`config.mk`:
```
export PLATFORM = sky130hd
export DESIGN_NAME = demux_burst_sched
export DESIGN_NICKNAME = d
export VERILOG_FILES = /design/src/rtl/demux_sched_pkg.sv /design/src/rtl/demux_out_slot.sv /design/src/rtl/demux_burst_sched.sv
export SDC_FILE = /design/constraint.sdc
export NUM_CORES = 1
export LEC_CHECK = 0
export ABC_CLOCK_PERIOD_IN_PS = 2500
export CAP_MARGIN = 20
export CORE_AREA = 10 10 71 73
export CTS_BUF_LIST = sky130_fd_sc_hd__clkbuf_8 sky130_fd_sc_hd__clkbuf_16
export DETAILED_ROUTE_END_ITERATION = 10
export DIE_AREA = 0 0 81 83
export PLACE_DENSITY = 0.74
export SETUP_SLACK_MARGIN = 0.2
export SYNTH_ARGS = -nofsm -noshare
export SYNTH_HDL_FRONTEND = slang
export SYNTH_SLANG_ARGS = --single-unit
```
`constraint.sdc`:
```
create_clock -name clk -period 2.5 [get_ports clk]
set_input_delay 0.5 -clock clk [delete_from_list [all_inputs] [get_ports clk]]
set_output_delay 0.5 -clock clk [all_outputs]
set_load 0.05 [all_outputs]
```
`src/rtl/demux_sched_pkg.sv`:
```
// Shared definitions for the burst-steering demultiplexer: FSM encoding,
// mode values and default sizing.
package demux_sched_pkg;

   typedef enum logic {
      ST_IDLE  = 1'b0,
      ST_BURST = 1'b1
   } state_t;

   localparam logic MODE_SEL = 1'b0;
   localparam logic MODE_RR  = 1'b1;

   localparam int DEF_DW        = 8;
   localparam int DEF_BURST_MAX = 15;
   localparam int DEF_CW        = 8;

endpackage

```
`src/rtl/demux_out_slot.sv`:
```
// One-entry output register with a valid/ready handshake. A load and a drain
// in the same cycle keep valid high and take the new data.
module demux_out_slot #(
   parameter int DW = 8
) (
   input  logic          clk,
   input  logic          rst,
   input  logic          load,
   input  logic [DW-1:0] load_data,
   input  logic          ready,
   output logic          valid,
   output logic [DW-1:0] data
);

   always_ff @(posedge clk or posedge rst) begin
      if (rst) begin
         valid <= 1'b0;
         data  <= '0;
      end else if (load) begin
         valid <= 1'b1;
         data  <= load_data;
      end else if (valid && ready) begin
         valid <= 1'b0;
      end
   end

endmodule

```
`src/rtl/demux_burst_sched.sv`:
```
// Steers whole bursts from one valid/ready stream to one of two output slots.
// Optional per-destination burst counters: define DEMUX_BURST_SCHED_STATS_EN.
module demux_burst_sched
   import demux_sched_pkg::*;
#(
   parameter int DW        = DEF_DW,
   parameter int BURST_MAX = DEF_BURST_MAX,
   parameter int CW        = DEF_CW
) (
   input  logic          clk,
   input  logic          rst,
   input  logic          mode,
   input  logic          in_valid,
   output logic          in_ready,
   input  logic [DW-1:0] in_data,
   input  logic          in_sel,
   input  logic          in_last,
   output logic          out0_valid,
   input  logic          out0_ready,
   output logic [DW-1:0] out0_data,
   output logic          out1_valid,
   input  logic          out1_ready,
   output logic [DW-1:0] out1_data,
   output logic          busy,
   output logic          cur_dest,
   output logic [CW-1:0] beat_cnt,
   output logic          overrun
`ifdef DEMUX_BURST_SCHED_STATS_EN
   ,
   output logic [15:0]   stat0_bursts,
   output logic [15:0]   stat1_bursts
`endif
);

   // Handshake: a beat transfers on any edge where valid && ready are both
   // high; valid never depends on ready, and in_ready only looks at the slot
   // the current burst is headed for.

   localparam logic [CW-1:0] CNT_MAX       = CW'(BURST_MAX);
   localparam bit            FORCE_ON_FIRST = (BURST_MAX == 1);

   state_t        state, state_nxt;
   logic          rr_ptr, rr_ptr_nxt;
   logic          lock_dest, lock_dest_nxt;
   logic          lock_mode, lock_mode_nxt;
   logic [CW-1:0] beat_cnt_nxt;
   logic          overrun_nxt;
   logic          dest;
   logic          accept;
   logic          eob;
   logic          burst_rr;
   logic [CW-1:0] cnt_inc;

   assign dest     = (state == ST_IDLE) ? ((mode == MODE_RR) ? rr_ptr : in_sel) : lock_dest;
   assign cur_dest = dest;
   assign in_ready = dest ? (!out1_valid || out1_ready) : (!out0_valid || out0_ready);
   assign accept   = in_valid && in_ready;
   assign busy     = (state == ST_BURST);
   assign cnt_inc  = beat_cnt + CW'(1);
   assign burst_rr = (state == ST_IDLE) ? (mode == MODE_RR) : (lock_mode == MODE_RR);

   always_comb begin
      state_nxt     = state;
      rr_ptr_nxt    = rr_ptr;
      lock_dest_nxt = lock_dest;
      lock_mode_nxt = lock_mode;
      beat_cnt_nxt  = beat_cnt;
      overrun_nxt   = overrun;
      eob           = 1'b0;
      if (accept) begin
         if (state == ST_IDLE) begin
            eob = in_last || FORCE_ON_FIRST;
            if (!eob) begin
               state_nxt     = ST_BURST;
               lock_dest_nxt = dest;
               lock_mode_nxt = mode;
               beat_cnt_nxt  = CW'(1);
            end
         end else begin
            eob          = in_last || (cnt_inc == CNT_MAX);
            beat_cnt_nxt = cnt_inc;
         end
         if (eob) begin
            state_nxt    = ST_IDLE;
            beat_cnt_nxt = '0;
            if (!in_last) overrun_nxt = 1'b1;
            if (burst_rr) rr_ptr_nxt = ~rr_ptr;
         end
      end
   end

   always_ff @(posedge clk or posedge rst) begin
      if (rst) begin
         state     <= ST_IDLE;
         rr_ptr    <= 1'b0;
         lock_dest <= 1'b0;
         lock_mode <= MODE_SEL;
         beat_cnt  <= '0;
         overrun   <= 1'b0;
      end else begin
         state     <= state_nxt;
         rr_ptr    <= rr_ptr_nxt;
         lock_dest <= lock_dest_nxt;
         lock_mode <= lock_mode_nxt;
         beat_cnt  <= beat_cnt_nxt;
         overrun   <= overrun_nxt;
      end
   end

   demux_out_slot #(.DW(DW)) u_slot0 (
      .clk       (clk),
      .rst       (rst),
      .load      (accept && !dest),
      .load_data (in_data),
      .ready     (out0_ready),
      .valid     (out0_valid),
      .data      (out0_data)
   );

   demux_out_slot #(.DW(DW)) u_slot1 (
      .clk       (clk),
      .rst       (rst),
      .load      (accept && dest),
      .load_data (in_data),
      .ready     (out1_ready),
      .valid     (out1_valid),
      .data      (out1_data)
   );

`ifdef DEMUX_BURST_SCHED_STATS_EN
   always_ff @(posedge clk or posedge rst) begin
      if (rst) begin
         stat0_bursts <= '0;
         stat1_bursts <= '0;
      end else if (eob) begin
         if (dest) stat1_bursts <= stat1_bursts + 16'd1;
         else      stat0_bursts <= stat0_bursts + 16'd1;
      end
   end
`endif

endmodule

```
Yosys cells after proc, flatten, opt, wreduce, memory -nomap -nowiden:

Cells that the tools add are included.

* bits in registers: 31

* reduce and logical (&&, ||, !) cells: 17
* multiplexer cells: 16
* equal/unequal tests: 2
* bitwise operators: 3
* add/sub/neg operators: 1

Operators with widths (number)
* 8-bit 2-to-1 mux: 3
* 1-bit 2-to-1 mux: 13
* 3-bit AND reduction: 3
* 8-bit by 1-bit adder with 8-bit output (second input constant): 1
* 8-bit by 4-bit equality test with 1-bit output (second input constant): 1
* 1-bit logical AND: 5
* 2-bit nonzero test: 2
* 1-bit logical NOT: 3
* 1-bit logical OR: 3
* 3-bit by 1-bit != test with 1-bit output (second input constant): 1
* 1-bit NOT: 3
* 2-bit AND reduction: 1

Logic depth before layout (Yosys ltp):

Gate-level depths: netlist of the first run.

* word-level depth: 7
* gate-level depth with buffers: 8

Modules after synthesis:

From an unflattened synthesis of the first run, not the netlist that was laid out.

* cell total of the unflattened synthesis: 131
* area, all modules: 1654.1 um^2

Modules (own cells, without submodules)
* demux_burst_sched: sequential area each 325.3 um^2, area each 908.4 um^2, cells each 89, times used 1
* demux_out_slot: sequential area each 225.2 um^2, area each 372.9 um^2, cells each 21, times used 2

Worst setup path before layout of the first run:

Ideal clock, no wire load.

* kind: reg2out
* from: register state (netlist: busy)
* to: output port in_ready
* cell stages (with the launch flop): 5
* required time: 2.000 ns
* data arrival time: 1.688 ns
* buffers on the path: 1
* setup slack: 0.312 ns
* cell sequence: dfrtp_1 > buf_2 > nand2b_1 > o21a_4 > mux2_2

* longest elaborated chain between the ends: 2

Ends and longest elaborated chain
* from (decl): RTL line demux_burst_sched.sv:42 `state_t state, state_nxt;`
* from (signal assigned): RTL line demux_burst_sched.sv:101 `state <= state_nxt;`
* 1-bit 2-to-1 mux: RTL line demux_burst_sched.sv:54 `assign dest = (state == ST_IDLE) ? ((mode == MODE_RR) ? rr_ptr : in_sel) : lock_dest;`
* named net cur_dest: RTL line demux_burst_sched.sv:25 `output logic cur_dest,`
* 1-bit 2-to-1 mux: RTL line demux_burst_sched.sv:56 `assign in_ready = dest ? (!out1_valid || out1_ready) : (!out0_valid || out0_ready);`
* to (decl): RTL line demux_burst_sched.sv:14 `output logic in_ready,`

The timed path passes the listed nets, and every way through them passes these cells.

Worst setup path after layout of the first run:

* from: input port mode
* to: output port in_ready

* longest elaborated chain between the ends: 3

Ends and longest elaborated chain
* from (decl): RTL line demux_burst_sched.sv:12 `input logic mode,`
* 1-bit 2-to-1 mux (2 in series): RTL line demux_burst_sched.sv:54
* 1-bit 2-to-1 mux: RTL line demux_burst_sched.sv:56

No other way between the ends.

==> results.json, run 1 <==
{
  "ant_nets": 0,
  "endpoint_kind": "output pin",
  "insertion_delay_ps": 270,
  "synthCells": 135,
  "p_leak_nw": 0.967,
  "synthXorXnorAreaFrac": 0.0164,
  "core_um2": 3630,
  "yosys.cell_types.count": 46,
  "fin_setup_tns_ps": 0,
  "core.rowCount": 22,
  "gr-total-overflow": 0,
  "path_common_cell": "mux2_4",
  "slew_violations": 0,
  "finalClockSkew_ps": 2.78,
  "synthSimpleGateAreaFrac": 0.134,
  "power.switching_mw": 1.51,
  "slowest_stage": "mux2_4",
  "final_common_cell": "clkdlybuf4s50_1",
  "io_buffers": 45,
  "htreeDepth": 2,
  "critPathArrivalTime_ps": 1730,
  "synthFlopType": "dfrtp_1",
  "antenna_found_initial": 0,
  "vias_per_cell": 5.30,
  "cts_tree": "yes",
  "muxShareOfSynthArea": 0.150,
  "yosysTopAreaCell": "dfrtp_1",
  "synth-edff-count": 0,
  "cts_hold_buf": 0,
  "setup_ws_ps": 269,
  "avgSynthCellArea_um2": 11.9,
  "wl_per_cell_um": 16.0,
  "die_h_um": 83,
  "slew_headroom": 0.648,
  "nNetsFinal": 213,
  "seq_area_frac_synth": 0.485,
  "cts.sinks": 31,
  "whs_ps": 483,
  "start_kind": "input pin",
  "timing.final.crit_period_ps": 2230,
  "dpl_worst_slack_ps": -10.4,
  "drive_gt1_frac": 0.281,
  "drt_pass1_iterations": 5,
  "p_sw_frac": 0.454,
  "synth_compound_area_frac": 0.170,
  "dieArea_um2": 6720,
  "grtUsageTotal": 0.119,
  "path_clk_slew_ps": 60,
  "syn_nets": 153,
  "seqPwrFrac": 0.265,
  "synth_top_area_share": 0.485,
  "worst_path_largest_cell_delay_ps": 310,
  "fmaxAchievable_ghz": 0.448,
  "hold_viol_final": 0,
  "critPathRequiredTime_ps": 2000,
  "setup_viol": 0,
  "clock_path_buffers": 2,
  "vias": 1292,
  "die_x_um": 81,
  "grt_max_degree": 32,
  "tightest_slew_ps": 526,
  "synth_top_family_by_area": "compound AO/OA/AOI/OAI gates",
  "power_density_nw_per_um2": 1440,
  "hold_class": "flop to flop",
  "final_cell_mix": "clkdlybuf4s50_1, dfrtp_1, mux2_2, nand2_1, buf_4",
  "outcome": "complete, no violations",
  "yosys-top-cells-area": "dfrtp_1, mux2_2, nand2_1",
  "crit_path_max_fanout": 2,
  "cts_buffers": 5,
  "routabilityCongestion": 0.873,
  "ioPinCount": 46,
  "ys_warn_count": 0,
  "route.detailed.drc": 0,
  "irDropWorstVdd_mv": 0.946,
  "drt_iter0_drc": 122,
  "worstPathCellList": "dlygate4sd2_1, mux2_4, o21a_4, mux2_4, buf_12",
  "synthToLayoutAreaGrowth_pct": 44.3,
  "intPower_mw": 1.81,
  "period_share": 0.892,
  "antenna_cells": 0,
  "synth_area_um2": 1600,
  "ys_async_sr_fraction": 1.00,
  "p_clk_frac": 0.153,
  "cts-root-buf": "clkbuf_8",
  "rsz0062_at_grt": "no",
  "synthAdderAreaFrac": 0.0156,
  "dp_hpwl_um": 2930,
  "first_global_vias": 1367,
  "grt_first_pass_wirelength_um": 6620,
  "power.total_mw": 3.33,
  "drv_cap": 0,
  "initial_utilization": 0.440,
  "wl_um": 3910,
  "pwr-share-comb": 0.582,
  "setup.worst_path.class": "input pin to output pin",
  "ys_seq_elements": 31
}
-- routing by layer --
layer	track usage	vias to the layer above	wire [µm]
met1	0.138	621	1560
met2	0.182	54	1840
li1	-	610	-
met4	0.0235	0	29
met3	0.0733	7	469
met5	0	-	0
-- worst max-delay path: cells and delay by family --
family / cells / cell delay, ps
AOI/OAI and AO/OA: 1 / 200
muxes: 2 / 620
buffers and inverters: 2 / 410
-- path summary, 6_finish.rpt --
check,from,to,slack (ps),cells after the start
min reg2reg,overrun,overrun,480,1
max,mode,in_ready,270,5
min in group asynchronous,rst,u_slot1.data[6],610,3
max in group asynchronous,rst,busy,1590,3
min,overrun,overrun,480,1
max reg2reg,beat_cnt[0],beat_cnt[5],490,6
-- cells in the mapped netlist (2+ instances only) --
| library cell | count |
|---|---|
| dfrtp_1 | 31 |
| mux2_2 | 20 |
| nand2_1 | 12 |
| nor2_1 | 6 |
| inv_1 | 4 |
| nor2b_1 | 4 |
| a21oi_1 | 3 |
| and2_1 | 3 |
| nand2b_1 | 3 |
| nand3_1 | 3 |
| o21ai_0 | 3 |
| o21ai_1 | 3 |
| a31oi_1 | 2 |
| buf_4 | 2 |
| ha_1 | 2 |
| o21a_4 | 2 |
| o31ai_1 | 2 |
| xor2_1 | 2 |
-- power by group through the flow --
stage	clock, mW	sequential [mW]	combinational, mW
3_5_place_dp	0	0.888	1.90
2_1_floorplan	0	1.48	0.645
6_report	0.507	0.882	1.94
5_1_grt	0.545	0.917	2.05
4_1_cts	0.514	0.883	1.95
3_3_place_gp	0	0.878	1.88
-- cell type report --
type                       instances  area (µm²)
multi-input combinational         96         782
inverter                           4        15.0
clock inverter                     2        35.0
fill                             299        1330
clock buffer                       6        82.6
sequential                        31         777
timing repair buffer              57         557
tap                               48        60.1
-- registers in the layout (all words and copies together) (netlist names) --
name           flops
beat_cnt           8
u_slot0.data       8
u_slot1.data       8
busy               1
lock_dest          1
lock_mode          1
overrun            1
rr_ptr             1
u_slot0.valid      1
u_slot1.valid      1
-- kinds of logic (layout without fill, tap and decap cells) --
| family | count (synthesis) | in the layout |
|---|---|---|
| AOI/OAI and AO/OA | 32 | 32 |
| xor gates and xnor gates | 3 | 3 |
| adders and majority gates | 2 | 2 |
| buffers and inverters | 8 | 69 |
| DFF | 31 | 31 |
| muxes | 21 | 21 |
| and+or+nand+nor | 38 | 38 |
-- what timing repair did --
| action | 4_1_cts | 5_1_grt |
|---|---|---|
| setup endpoints to repair | 3 | 2 |
| setup buffers | 3 | 0 |
| gates resized for setup | 4 | 1 |
-- per-stage QoR --
step	cells	utilization	cell area (µm²)
CTS	244	0.635	2310
finish	244	0.635	2310
global route	244	0.635	2310
detailed placement	233	0.596	2170
global placement	233	0.596	2170
floorplan	135	-	1600
Note: power is estimated with default switching activity, not from simulation.
==> run 2: changes to the inputs <==
Settings changed: CORE_AREA 10 10 71 73 to 10 10 72 74, DIE_AREA 0 0 81 83 to 0 0 82 84, SYNTH_HIERARCHICAL from default to 1.
==> results.json, run 2 <==
{
  "yosys-top-cells-area": "dfrtp_1, mux2_4, a22o_1",
  "drt_iter0_drc": 55,
  "antenna_found_initial": 0,
  "clock_path_buffers": 2,
  "insertion_delay_ps": 280,
  "seq_area_frac_synth": 0.469,
  "vias_per_cell": 5.12,
  "post-route-util": 0.588,
  "initial_utilization": 0.429,
  "synth-edff-count": 0,
  "synthFlopType": "dfrtp_1",
  "synth_top_family_by_area": "multiplexers",
  "avgSynthCellArea_um2": 12.6,
  "io_buffers": 45,
  "synthAdderAreaFrac": 0.0151,
  "ant_nets": 0,
  "final_common_cell": "clkdlybuf4s50_1",
  "crit_path_max_fanout": 2,
  "die_x_um": 82,
  "wl_um": 3890,
  "yosys.cell_types.count": 40,
  "finalClockSkew_ps": 1.77,
  "antenna_cells": 0,
  "gr-total-overflow": 0,
  "critPathRequiredTime_ps": 2000,
  "wl_per_cell_um": 16.6,
  "yosysMostFrequentCell": "dfrtp_1",
  "rsz0062_at_grt": "no",
  "setup_viol": 0,
  "ys_warn_count": 6,
  "ys_seq_elements": 31,
  "timing.final.crit_period_ps": 2230,
  "synth_area_um2": 1650,
  "cts_tree": "yes",
  "htreeDepth": 2,
  "grtUsageTotal": 0.119,
  "p_leak_nw": 1.01,
  "hold_viol_final": 0,
  "vias": 1197,
  "synth_compound_area_frac": 0.129,
  "route.detailed.drc": 0,
  "muxShareOfSynthArea": 0.203,
  "slew_violations": 0,
  "first_global_vias": 1320,
  "synthSimpleGateAreaFrac": 0.140,
  "outcome": "complete, no violations",
  "whs_ps": 487,
  "cts_buffers": 5,
  "dp_hpwl_um": 2950,
  "fmaxAchievable_ghz": 0.449,
  "irDropWorstVdd_mv": 0.920,
  "core_um2": 3860,
  "grt_first_pass_wirelength_um": 6410,
  "reg_top3": "beat_cnt x8, u_slot0/data x8, u_slot1/data x8",
  "synthXorXnorAreaFrac": 0.00530,
  "core.rowCount": 23,
  "fin_setup_tns_ps": 0,
  "ys_top_cells_by_count": "dfrtp_1, mux2_4, nand2_1",
  "power.total_mw": 3.06,
  "synth_top_area_share": 0.469,
  "grt_max_degree": 18,
  "dieArea_um2": 6890,
  "ys_async_sr_fraction": 1.00,
  "drt_pass1_iterations": 4,
  "die_h_um": 84,
  "final_cell_mix": "clkdlybuf4s50_1, dfrtp_1, mux2_4, nand2_1, inv_1",
  "yosysTopAreaCell": "dfrtp_1",
  "synthCells": 131,
  "synthToLayoutAreaGrowth_pct": 37.0,
  "period_share": 0.890,
  "endpoint_kind": "output pin",
  "setup.worst_path.class": "input pin to output pin",
  "tightest_slew_ps": 968,
  "drv_cap": 0,
  "power_density_nw_per_um2": 1350,
  "routabilityCongestion": 0.757,
  "nNetsFinal": 201,
  "syn_nets": 149,
  "path_clk_slew_ps": 60,
  "critPathArrivalTime_ps": 1730,
  "start_kind": "input pin",
  "hold_class": "flop to flop",
  "drive_gt1_frac": 0.261,
  "cts-root-buf": "clkbuf_8",
  "ioPinCount": 46,
  "cts.sinks": 31,
  "slew_headroom": 0.352
}
## run 2: final timing paths
check                             from               to  depth (start not counted)  slack [ps]
worst max-delay path              mode         in_ready                          5         270
worst min-delay path            rr_ptr           rr_ptr                          1         490
worst max register to register    busy  u_slot1/data[3]                          4         380
worst min register to register  rr_ptr           rr_ptr                          1         490
max in group asynchronous          rst      beat_cnt[5]                          2        1500
min in group asynchronous          rst  u_slot1/data[2]                          2         560
## run 2: metrics by stage
step	cell area (µm²)	setup slack, ps	cells
CTS	2260	254	234
detailed placement	2150	-77.4	225
global placement	2150	-60.1	225
global route	2270	238	234
floorplan	1650	350	131
finish	2270	274	234
## run 2: what timing repair did
action / 4_1_cts / 5_1_grt
endpoints found under the setup margin: 2 / 1
hold buffers: 0 / 0
cloned: 0 / 0
resized for setup: 5 / 1
buffers inserted: 1 / 0
## run 2: cell families after synthesis
logic type      count (synthesis)
xor+xnor                        1
flops                          31
simple gates                   37
fa+ha+maj                       2
compound gates                 26
buf+inv                        11
mux                            23
## run 2: final cells by class
| type | count | area, µm² |
|---|---|---|
| fillers | 332 | 1590 |
| multi-input cells | 89 | 818 |
| flip-flops and latches | 31 | 776 |
| repair buffers | 49 | 483 |
| clock buffers | 7 | 96.3 |
| well taps | 50 | 62.6 |
| inverters | 7 | 26.3 |
| clock inverters | 1 | 3.75 |
## run 2: metal layers
| metal | global-route usage | up-vias | wire, µm |
|---|---|---|---|
| met5 | 0 | - | 0 |
| met4 | 0.0418 | 0 | 48 |
| met3 | 0.0733 | 6 | 415 |
| met2 | 0.188 | 37 | 1840 |
| met1 | 0.124 | 581 | 1590 |
| li1 | - | 573 | - |
## run 2: critical path, stage by stage
cell,delay [ps]
dlygate4sd2_1,260
mux2_4,320
mux2i_4,160
mux2_4,330
buf_8,150
## run 2: power by group
part | leakage (nW) | internal [mW] | switching (mW)
registers | 0.385 | 0.700 | 0.175
clock network | 0.0557 | 0.247 | 0.177
logic | 0.568 | 0.728 | 1.03
total | 1.01 | 1.68 | 1.38
==> run 3: changes to the inputs <==
Settings changed: CAP_MARGIN 20 to default, PLACE_DENSITY 0.74 to 0.8.
==> results.json, run 3 (same netlist as run 2, synthesis figures left out) <==
{
  "grtUsageTotal": 0.120,
  "cp-startpoint": "mode",
  "dieArea_um2": 6890,
  "multi_input_area_um2": 821,
  "drt_pass1_iterations": 4,
  "nFillCells": 343,
  "synthToLayoutAreaGrowth_pct": 37.4,
  "critPathRequiredTime_ps": 2000,
  "hold_class": "flop to flop",
  "path_buf_inv": 2,
  "drive_gt1_frac": 0.266,
  "tightest_slew_ps": 653,
  "antenna_found_initial": 0,
  "final_common_cell": "clkdlybuf4s50_1",
  "final_cell_mix": "clkdlybuf4s50_1, dfrtp_1, mux2_4, nand2_1, inv_1",
  "finalClockSkew_ps": 4.66,
  "dp.cells": 225,
  "critPathTopFamily": "multiplexers",
  "slowest_stage": "mux2_4",
  "htreeDepth": 2,
  "irDropWorstVdd_mv": 0.897,
  "start_kind": "input pin",
  "slew_headroom": 0.564,
  "final_cell_count_no_fill": 234,
  "crit-reg2reg-capture": "beat_cnt[6]",
  "die_x_um": 82,
  "grt_first_pass_wirelength_um": 6440,
  "ioPinCount": 46,
  "power_density_nw_per_um2": 1350,
  "vias": 1229,
  "cts_hold_buf": 0,
  "initial_utilization": 0.429,
  "fmaxAchievable_ghz": 0.451,
  "wl_um": 3890,
  "power.total_mw": 3.06,
  "first_global_vias": 1316,
  "regArea_um2": 776,
  "drv_cap": 0,
  "rsz0062_at_grt": "no",
  "route.detailed.drc": 0,
  "worst_path_largest_cell_delay_ps": 330,
  "dp_hpwl_um": 2970,
  "critPathArrivalTime_ps": 1720,
  "cts-root-buf": "clkbuf_8",
  "gr-total-overflow": 0,
  "path_common_cell": "mux2_4",
  "setup.worst_path.class": "input pin to output pin",
  "path_clk_slew_ps": 60,
  "reg2reg_depth": 6,
  "clock_path_buffers": 2,
  "ant_nets": 0,
  "die_h_um": 84,
  "nNetsFinal": 201,
  "cts.sinks": 31,
  "timing.final.crit_period_ps": 2220,
  "wl_per_cell_um": 16.6,
  "core.rowCount": 23,
  "hold_viol_final": 0,
  "slew_violations": 0,
  "setup_viol": 0,
  "insertion_delay_ps": 290,
  "rrSetupSlack_ps": 520,
  "period_share": 0.888,
  "r2r-start": "busy",
  "core_um2": 3860,
  "grt_max_degree": 18,
  "endpoint_kind": "output pin",
  "cts_tree": "yes",
  "vias_per_cell": 5.25,
  "worstPathCellList": "dlygate4sd2_1, mux2_4, mux2i_4, mux2_4, buf_8",
  "whs_ps": 482,
  "p_leak_nw": 1.02,
  "io_buffers": 45,
  "path_depth": 5,
  "crit_end": "in_ready",
  "crit_path_max_fanout": 2,
  "outcome": "complete, no violations",
  "cts_buffers": 5,
  "reg_top3": "beat_cnt x8, u_slot0/data x8, u_slot1/data x8",
  "fin_setup_tns_ps": 0,
  "antenna_cells": 0,
  "drt_iter0_drc": 77,
  "routabilityCongestion": 0.724
}
==> run 3: per-stage QoR <==
step,util,worst slack (ps),area (µm²)
2_1_floorplan,-,350,1650
3_3_place_gp,0.557,-75.0,2150
3_5_place_dp,0.557,-93.9,2150
4_1_cts,0.588,159,2270
5_1_grt,0.589,238,2270
6_report,0.589,281,2270
==> run 3: cell type report <==
| type | instances | area share |
|---|---|---|
| clock buffers | 7 | 0.0424 |
| repair buffers | 49 | 0.214 |
| well taps | 50 | 0.0275 |
| inverters | 7 | 0.0116 |
| clock inverters | 1 | 0.00165 |
| flip-flops and latches | 31 | 0.341 |
| multi-input cells | 89 | 0.361 |
==> run 3: report_power, final <==
group          switching [mW]  total, mW  internal [mW]
combinational            1.03       1.75          0.728
clock                   0.183      0.430          0.247
sequential              0.181      0.881          0.701
==> run 3: how the worst min path moves through the flow <==
stage | from | to | slack [ps] | cells past startpoint
final | rr_ptr | rr_ptr | 480 | 1
after global routing | rr_ptr | rr_ptr | 510 | 1
after CTS | rr_ptr | rr_ptr | 500 | 1
after detailed placement | overrun | overrun | 480 | 1
after global placement | rr_ptr | rr_ptr | 460 | 1
after floorplan | rst | u_slot0/data[0] | 330 | 1
==> run 3: worst register-to-register path: stages (launching register included) <==
cell,delay (ps)
dfrtp_1,560
mux2i_4,310
buf_4,160
mux2_4,320
buf_4,200
o21a_1,190
o21ai_0,160
==> run 3: layer usage <==
layer,track usage,share of wire,vias to the layer above
met5,0,0,-
met4,0.0372,0.013,0
met3,0.0722,0.11,5
met2,0.184,0.48,45
met1,0.134,0.40,603
li1,-,-,576
==> run 3: repair_timing <==
action / in CTS / in global routing
setup endpoints to repair: 2 / 2
resized for setup: 5 / 2
setup buffers: 1 / 0
cloned: 0 / 0
hold endpoints to repair: 0 / 0
